`src/rtl/seq_divider.sv`:
```
// Iterative unsigned restoring divider: one quotient bit per clock, valid/ready in and out.
// A zero divisor short-circuits to an all-ones quotient with the dividend as remainder.
module seq_divider #(
  parameter int WIDTH = 32
) (
  input  logic             clk,
  input  logic             rst_n,
  input  logic             in_valid,
  output logic             in_ready,
  input  logic [WIDTH-1:0] dividend,
  input  logic [WIDTH-1:0] divisor,
  output logic             out_valid,
  input  logic             out_ready,
  output logic [WIDTH-1:0] quotient,
  output logic [WIDTH-1:0] remainder,
  output logic             div_by_zero
);
  localparam int CW = $clog2(WIDTH + 1);

  typedef enum logic [1:0] {IDLE, BUSY, DONE} state_t;

  state_t           r_state;
  logic             r_load;
  logic [CW-1:0]    r_cnt;
  logic [WIDTH:0]   r_rem;
  logic [WIDTH-1:0] r_q;
  logic [WIDTH-1:0] r_div;

  logic [WIDTH+1:0] w_shift;
  logic [WIDTH:0]   w_diff;
  logic             w_neg;
  logic [WIDTH:0]   w_rem_nxt;
  logic [WIDTH-1:0] w_q_nxt;

  // Trial subtraction on the shifted {R,Q}; a borrow means restore R and shift in a 0.
  assign w_shift   = {r_rem, r_q[WIDTH-1]};
  assign w_neg     = (w_shift < {2'b00, r_div});
  assign w_diff    = w_shift[WIDTH:0] - {1'b0, r_div};
  assign w_rem_nxt = w_neg ? w_shift[WIDTH:0] : w_diff;
  assign w_q_nxt   = {r_q[WIDTH-2:0], ~w_neg};

  assign in_ready  = (r_state == IDLE);
  assign out_valid = (r_state == DONE);

  always_ff @(posedge clk or negedge rst_n) begin
    if (!rst_n) begin
      r_state     <= IDLE;
      r_load      <= 1'b0;
      r_cnt       <= '0;
      r_rem       <= '0;
      r_q         <= '0;
      r_div       <= '0;
      quotient    <= '0;
      remainder   <= '0;
      div_by_zero <= 1'b0;
    end else begin
      case (r_state)
        IDLE: if (in_valid) begin
          r_rem   <= '0;
          r_q     <= dividend;
          r_div   <= divisor;
          r_load  <= 1'b1;
          r_state <= BUSY;
        end
        BUSY: if (r_load) begin
          // Load edge: resolve divide-by-zero, otherwise arm the iteration counter.
          r_load <= 1'b0;
          if (r_div == '0) begin
            quotient    <= '1;
            remainder   <= r_q;
            div_by_zero <= 1'b1;
            r_state     <= DONE;
          end else begin
            r_cnt       <= CW'(WIDTH);
            div_by_zero <= 1'b0;
          end
        end else begin
          r_rem <= w_rem_nxt;
          r_q   <= w_q_nxt;
          r_cnt <= r_cnt - CW'(1);
          if (r_cnt == CW'(1)) begin
            quotient  <= w_q_nxt;
            remainder <= w_rem_nxt[WIDTH-1:0];
            r_state   <= DONE;
          end
        end
        DONE: if (out_ready) r_state <= IDLE;
        default: r_state <= IDLE;
      endcase
    end
  end
endmodule

```
`config.mk`:
```
export PLATFORM = sky130hd
export DESIGN_NAME = seq_divider
export DESIGN_NICKNAME = d
export VERILOG_FILES = /design/src/rtl/seq_divider.sv
export SDC_FILE = /design/constraint.sdc
export NUM_CORES = 1
export LEC_CHECK = 0
export ABC_AREA = 1
export CAP_MARGIN = 20
export CORE_MARGIN = 3
export CORE_UTILIZATION = 51
export DETAILED_ROUTE_END_ITERATION = 12
export PLACE_DENSITY = 0.78
export SLEW_MARGIN = 20
export SYNTH_ARGS = -nofsm -noshare
export SYNTH_HDL_FRONTEND = slang
export SYNTH_SLANG_ARGS = --single-unit
```
`constraint.sdc`:
```
create_clock -name clk -period 2.15 [get_ports clk]
set_input_delay 0.43 -clock clk [delete_from_list [all_inputs] [get_ports clk]]
set_output_delay 0.43 -clock clk [all_outputs]
set_load 0.01 [all_outputs]
```
==> summary.md <==
| Metric | Value |
|---|---|
| Via count | 11532 |
| Crit-path max FO | 6 |
| Die width | 148.4 um |
| Slew headroom | 0.6728 |
| Clk_lat worst skew | 0.44 ns |
| Kind of critical path | flip-flop to flip-flop |
| Register area share after synthesis | 0.4137 |
| Gr usage total | 0.3006 |
| Power, Total | 0.02990 W |
| CTS tree | built |
| Post-synthesis cell count | 1500 |
| Outcome | finished with violations |
| Ports | 135 |
| Global route total overflow | 0 |
| Port bufs | 134 |
| Syn_area_per_cell | 6.896 um2 |
| Warnings, synthesis | 0 |
| Layout overhead on the synthesized area | 51.63% |
| Synth Flop Type | dfrtp_1 |
| FF+latch count, synth | roughly 170 |
| Proportion of power drawn by the clock network | 0.109 |
| Synth top cells by count | nand2_1 (526), nor2_1 (209), dfrtp_1 (171) |
| Vias/cell | 5.505 |
| Comb power frac | 0.684 |
| Multi-input gate area | 0.006447 mm2 |
| Clock Sinks | 171 |
| Final setup margin | -0.2511 ns |
| CP arrival | 2.72 ns |
| Pre-CTS setup slack | -0.2335 ns |
| Final period util | 1.117 |
| Total Nets Final | ~1900 |
| VDD IR max | 0.9622 mV |
| Worst EP required | 2.47 ns |
| Clock buffer depth | 2 |
| PD cells | 1906 mW/mm2 |
| Die Area | 0.02203 mm2 |
| Critical Path End Type | flip-flop |
| Sequential cell area | 0.004284 mm2 |
| Area of the mapped netlist | approximately 0.010 mm2 |
| Cell Rows | 51 |
| Placed cell count | 2016 |
| Least-Margin Pin Slew | 0.4901 ns |
| Initial antenna violation count | 0 |
| Final Setup Violations | 98 |
| Worst Setup Start Kind | flip-flop |
| Max Fclk | around 420 MHz |
| Unrepaired setup endpoints after global routing | true |
| Setup Skew | between 0.01 and 0.015 ns |
| Vias in the first global route | between 10000 and 15000 |
| Root buffer cell | clkbuf_16 |
| Max-cap viol count | 0 |
| Asr flop ratio synth | 1.000 |
| EDFF count, synth | 0 |
| Final WL | about 38000 um |
| Die H | 148.4 um |
| Static Leak | 8.076 nW |
| Finished Layout Cells | 2095 |
| DR DRC count | 0 |
| Area share of the leading cell type in the synthesized netlist | 0.4137 |
| Initial core utilization | 0.5246 |
| Fin. max-slew vios | 0 |
| DRC marker count from the first detailed-route iteration | 1008 |
| H-tree Lvls | 4 |
| Wire length per cell | approximately 18 um |
| Net Sw Power | 0.01428 W |
| Layout Cell Area excl Fill | 0.01568 mm2 |
| Failing checks | setup timing |
| Largest area contributor in the netlist | dfrtp_1 |
| Largest net degree at the start of global routing | 59 |
| DP HPWL | 24280 um |
| CORE AREA | 0.01972 mm2 |
| Worst-path clk slew | 0.08 ns |
| Net Sw Frac | 0.4776 |
| Sequential cell fraction of total power | 0.206 |
| HP Class | input port to async pin |
| Total Neg Setup Slack | -14.53 ns |
| Placed Instance Area | 0.01320 mm2 |
| Synth unique cells | 41 |
| Top cells by area, synth | dfrtp_1 (41%), nand2_1 (19%), nor2_1 (7.6%) |
| Share of layout cells above drive strength 1 | 0.2962 |
| Ant. Diodes | 0 |
| Fin crit period | 2.401 ns |
| Most frequent cell after synthesis | nand2_1 |
| Final GP Congestion | 0.9638 |
| Antenna viol nets, final | 0 |
| 1st-pass router iterations | 6 |
| First-pass GRT wire length | 52830 um |
| Cell Int Power | 0.01562 W |
| Mapped Nets | 1603 |
| CTS Buf Count | 17 |
| Final hold viol count | 0 |
| Fillers | ~1300 |
metal layers:
metal,share of wire,track usage,wire length (um),vias up
met2,0.49,0.5200,18390,639
met5,0,0,0,-
met3,0.073,0.03656,2737,132
li1,-,-,-,5343
met4,0.044,0.1067,1670,0
met1,0.39,0.3913,14750,5418
state kept, by name, indices dropped and copies added, names as in the netlist:
signal       count
div_by_zero      1
quotient        32
r_cnt            6
r_div           32
r_load           1
r_q             32
r_rem           33
r_state          2
remainder       32
final cells by class:
type                    instances  share of cell area
inverters                     162             0.03877
clock buffers                  18             0.02800
repair buffers                358              0.2165
multi-input cells            1107              0.4111
clock inverters                14             0.01133
flip-flops and latches        171              0.2732
well taps                     265             0.02114
placed cells by master, fill, tap and decap left out, drive strengths merged:
| cell | instances |
|---|---|
| a21o | 2 |
| a21oi | 55 |
| a31oi | 31 |
| and2 | 21 |
| and3 | 1 |
| buf | 216 |
| bufinv | 1 |
| clkbuf | 26 |
| clkdlybuf4s50 | 133 |
| clkinv | 7 |
| dfrtp | 171 |
| dlygate4sd3 | 1 |
| fa | 1 |
| ha | 34 |
| inv | 168 |
| mux2 | 1 |
| nand2 | 535 |
| nand3 | 100 |
| nand3b | 8 |
| nand4 | 9 |
| nor2 | 214 |
| nor3 | 6 |
| nor4 | 4 |
| o211ai | 2 |
| o21ai | 59 |
| o22ai | 3 |
| o31ai | 2 |
| or2 | 1 |
| xnor2 | 5 |
| xor2 | 13 |
critical path, stage by stage, from the launching register on:
cell and delay, ns:
dfrtp_1 0.46, ha_4 0.29, nand2_2 0.11, inv_1 0.06, nand2_1 0.13, nand2_1 0.08, nand2_1 0.08, nand3_2 0.11
nand2_2 0.12, nand2_4 0.08, nand2_8 0.11, nand2_8 0.10, buf_12 0.16, nand2_1 0.07, nand2_2 0.07, o21ai_2 0.14
nand2_1 0.09
final timing paths:
check | start | end | slack, ns | depth (start not counted)
worst max register to register | r_rem[4]$_DFFE_PN0P_ | remainder[10]$_DFFE_PN0P_ | -0.25 | 16
worst max-delay path | r_rem[4]$_DFFE_PN0P_ | remainder[10]$_DFFE_PN0P_ | -0.25 | 16
max in group asynchronous | rst_n | r_div[31]$_DFFE_PN0P_ | 1.04 | 3
worst min-delay path | rst_n | r_div[3]$_DFFE_PN0P_ | 0.43 | 2
worst min register to register | r_rem[32]$_DFFE_PN0P_ | r_rem[32]$_DFFE_PN0P_ | 0.48 | 2
min in group clk | r_rem[32]$_DFFE_PN0P_ | r_rem[32]$_DFFE_PN0P_ | 0.48 | 2
power groups by stage:
stage | registers, W | logic [W] | clock network [W]
2_1_floorplan | 0.00592 | 0.00880 | 0
3_3_place_gp | 0.00596 | 0.0152 | 0
3_5_place_dp | 0.00600 | 0.0156 | 0
4_1_cts | 0.00601 | 0.0166 | 0.00325
5_1_grt | 0.00628 | 0.0220 | 0.00340
6_report | 0.00617 | 0.0205 | 0.00327
kinds of logic after synthesis:
| group | synth area share |
|---|---|
| AOI/OAI and AO/OA | 0.08383 |
| xor gates and xnor gates | 0.01524 |
| adders and majority gates | 0.04306 |
| buffers and inverters | 0.08685 |
| DFF | 0.4137 |
| muxes | 0.001089 |
| and+or+nand+nor | 0.3562 |
per-stage QoR:
stage / hold slack (ns) / utilization
after floorplan: 0.1344 / -
after global placement: 0.3172 / 0.6693
after detailed placement: 0.3180 / 0.6693
after CTS: 0.4276 / 0.7261
after global routing: 0.4479 / 0.7954
final: 0.4272 / 0.7954
timing repair:
item                                    4_1_cts  5_1_grt
setup buffers                                14       20
cloned                                        2       11
gates resized for setup                      71      274
endpoints found under the setup margin       99       99
endpoints found under the hold margin        24        0
hold buffers                                  1        0
pin swaps                                    11       65
No activity file was read; power rests on OpenSTA's default activity.
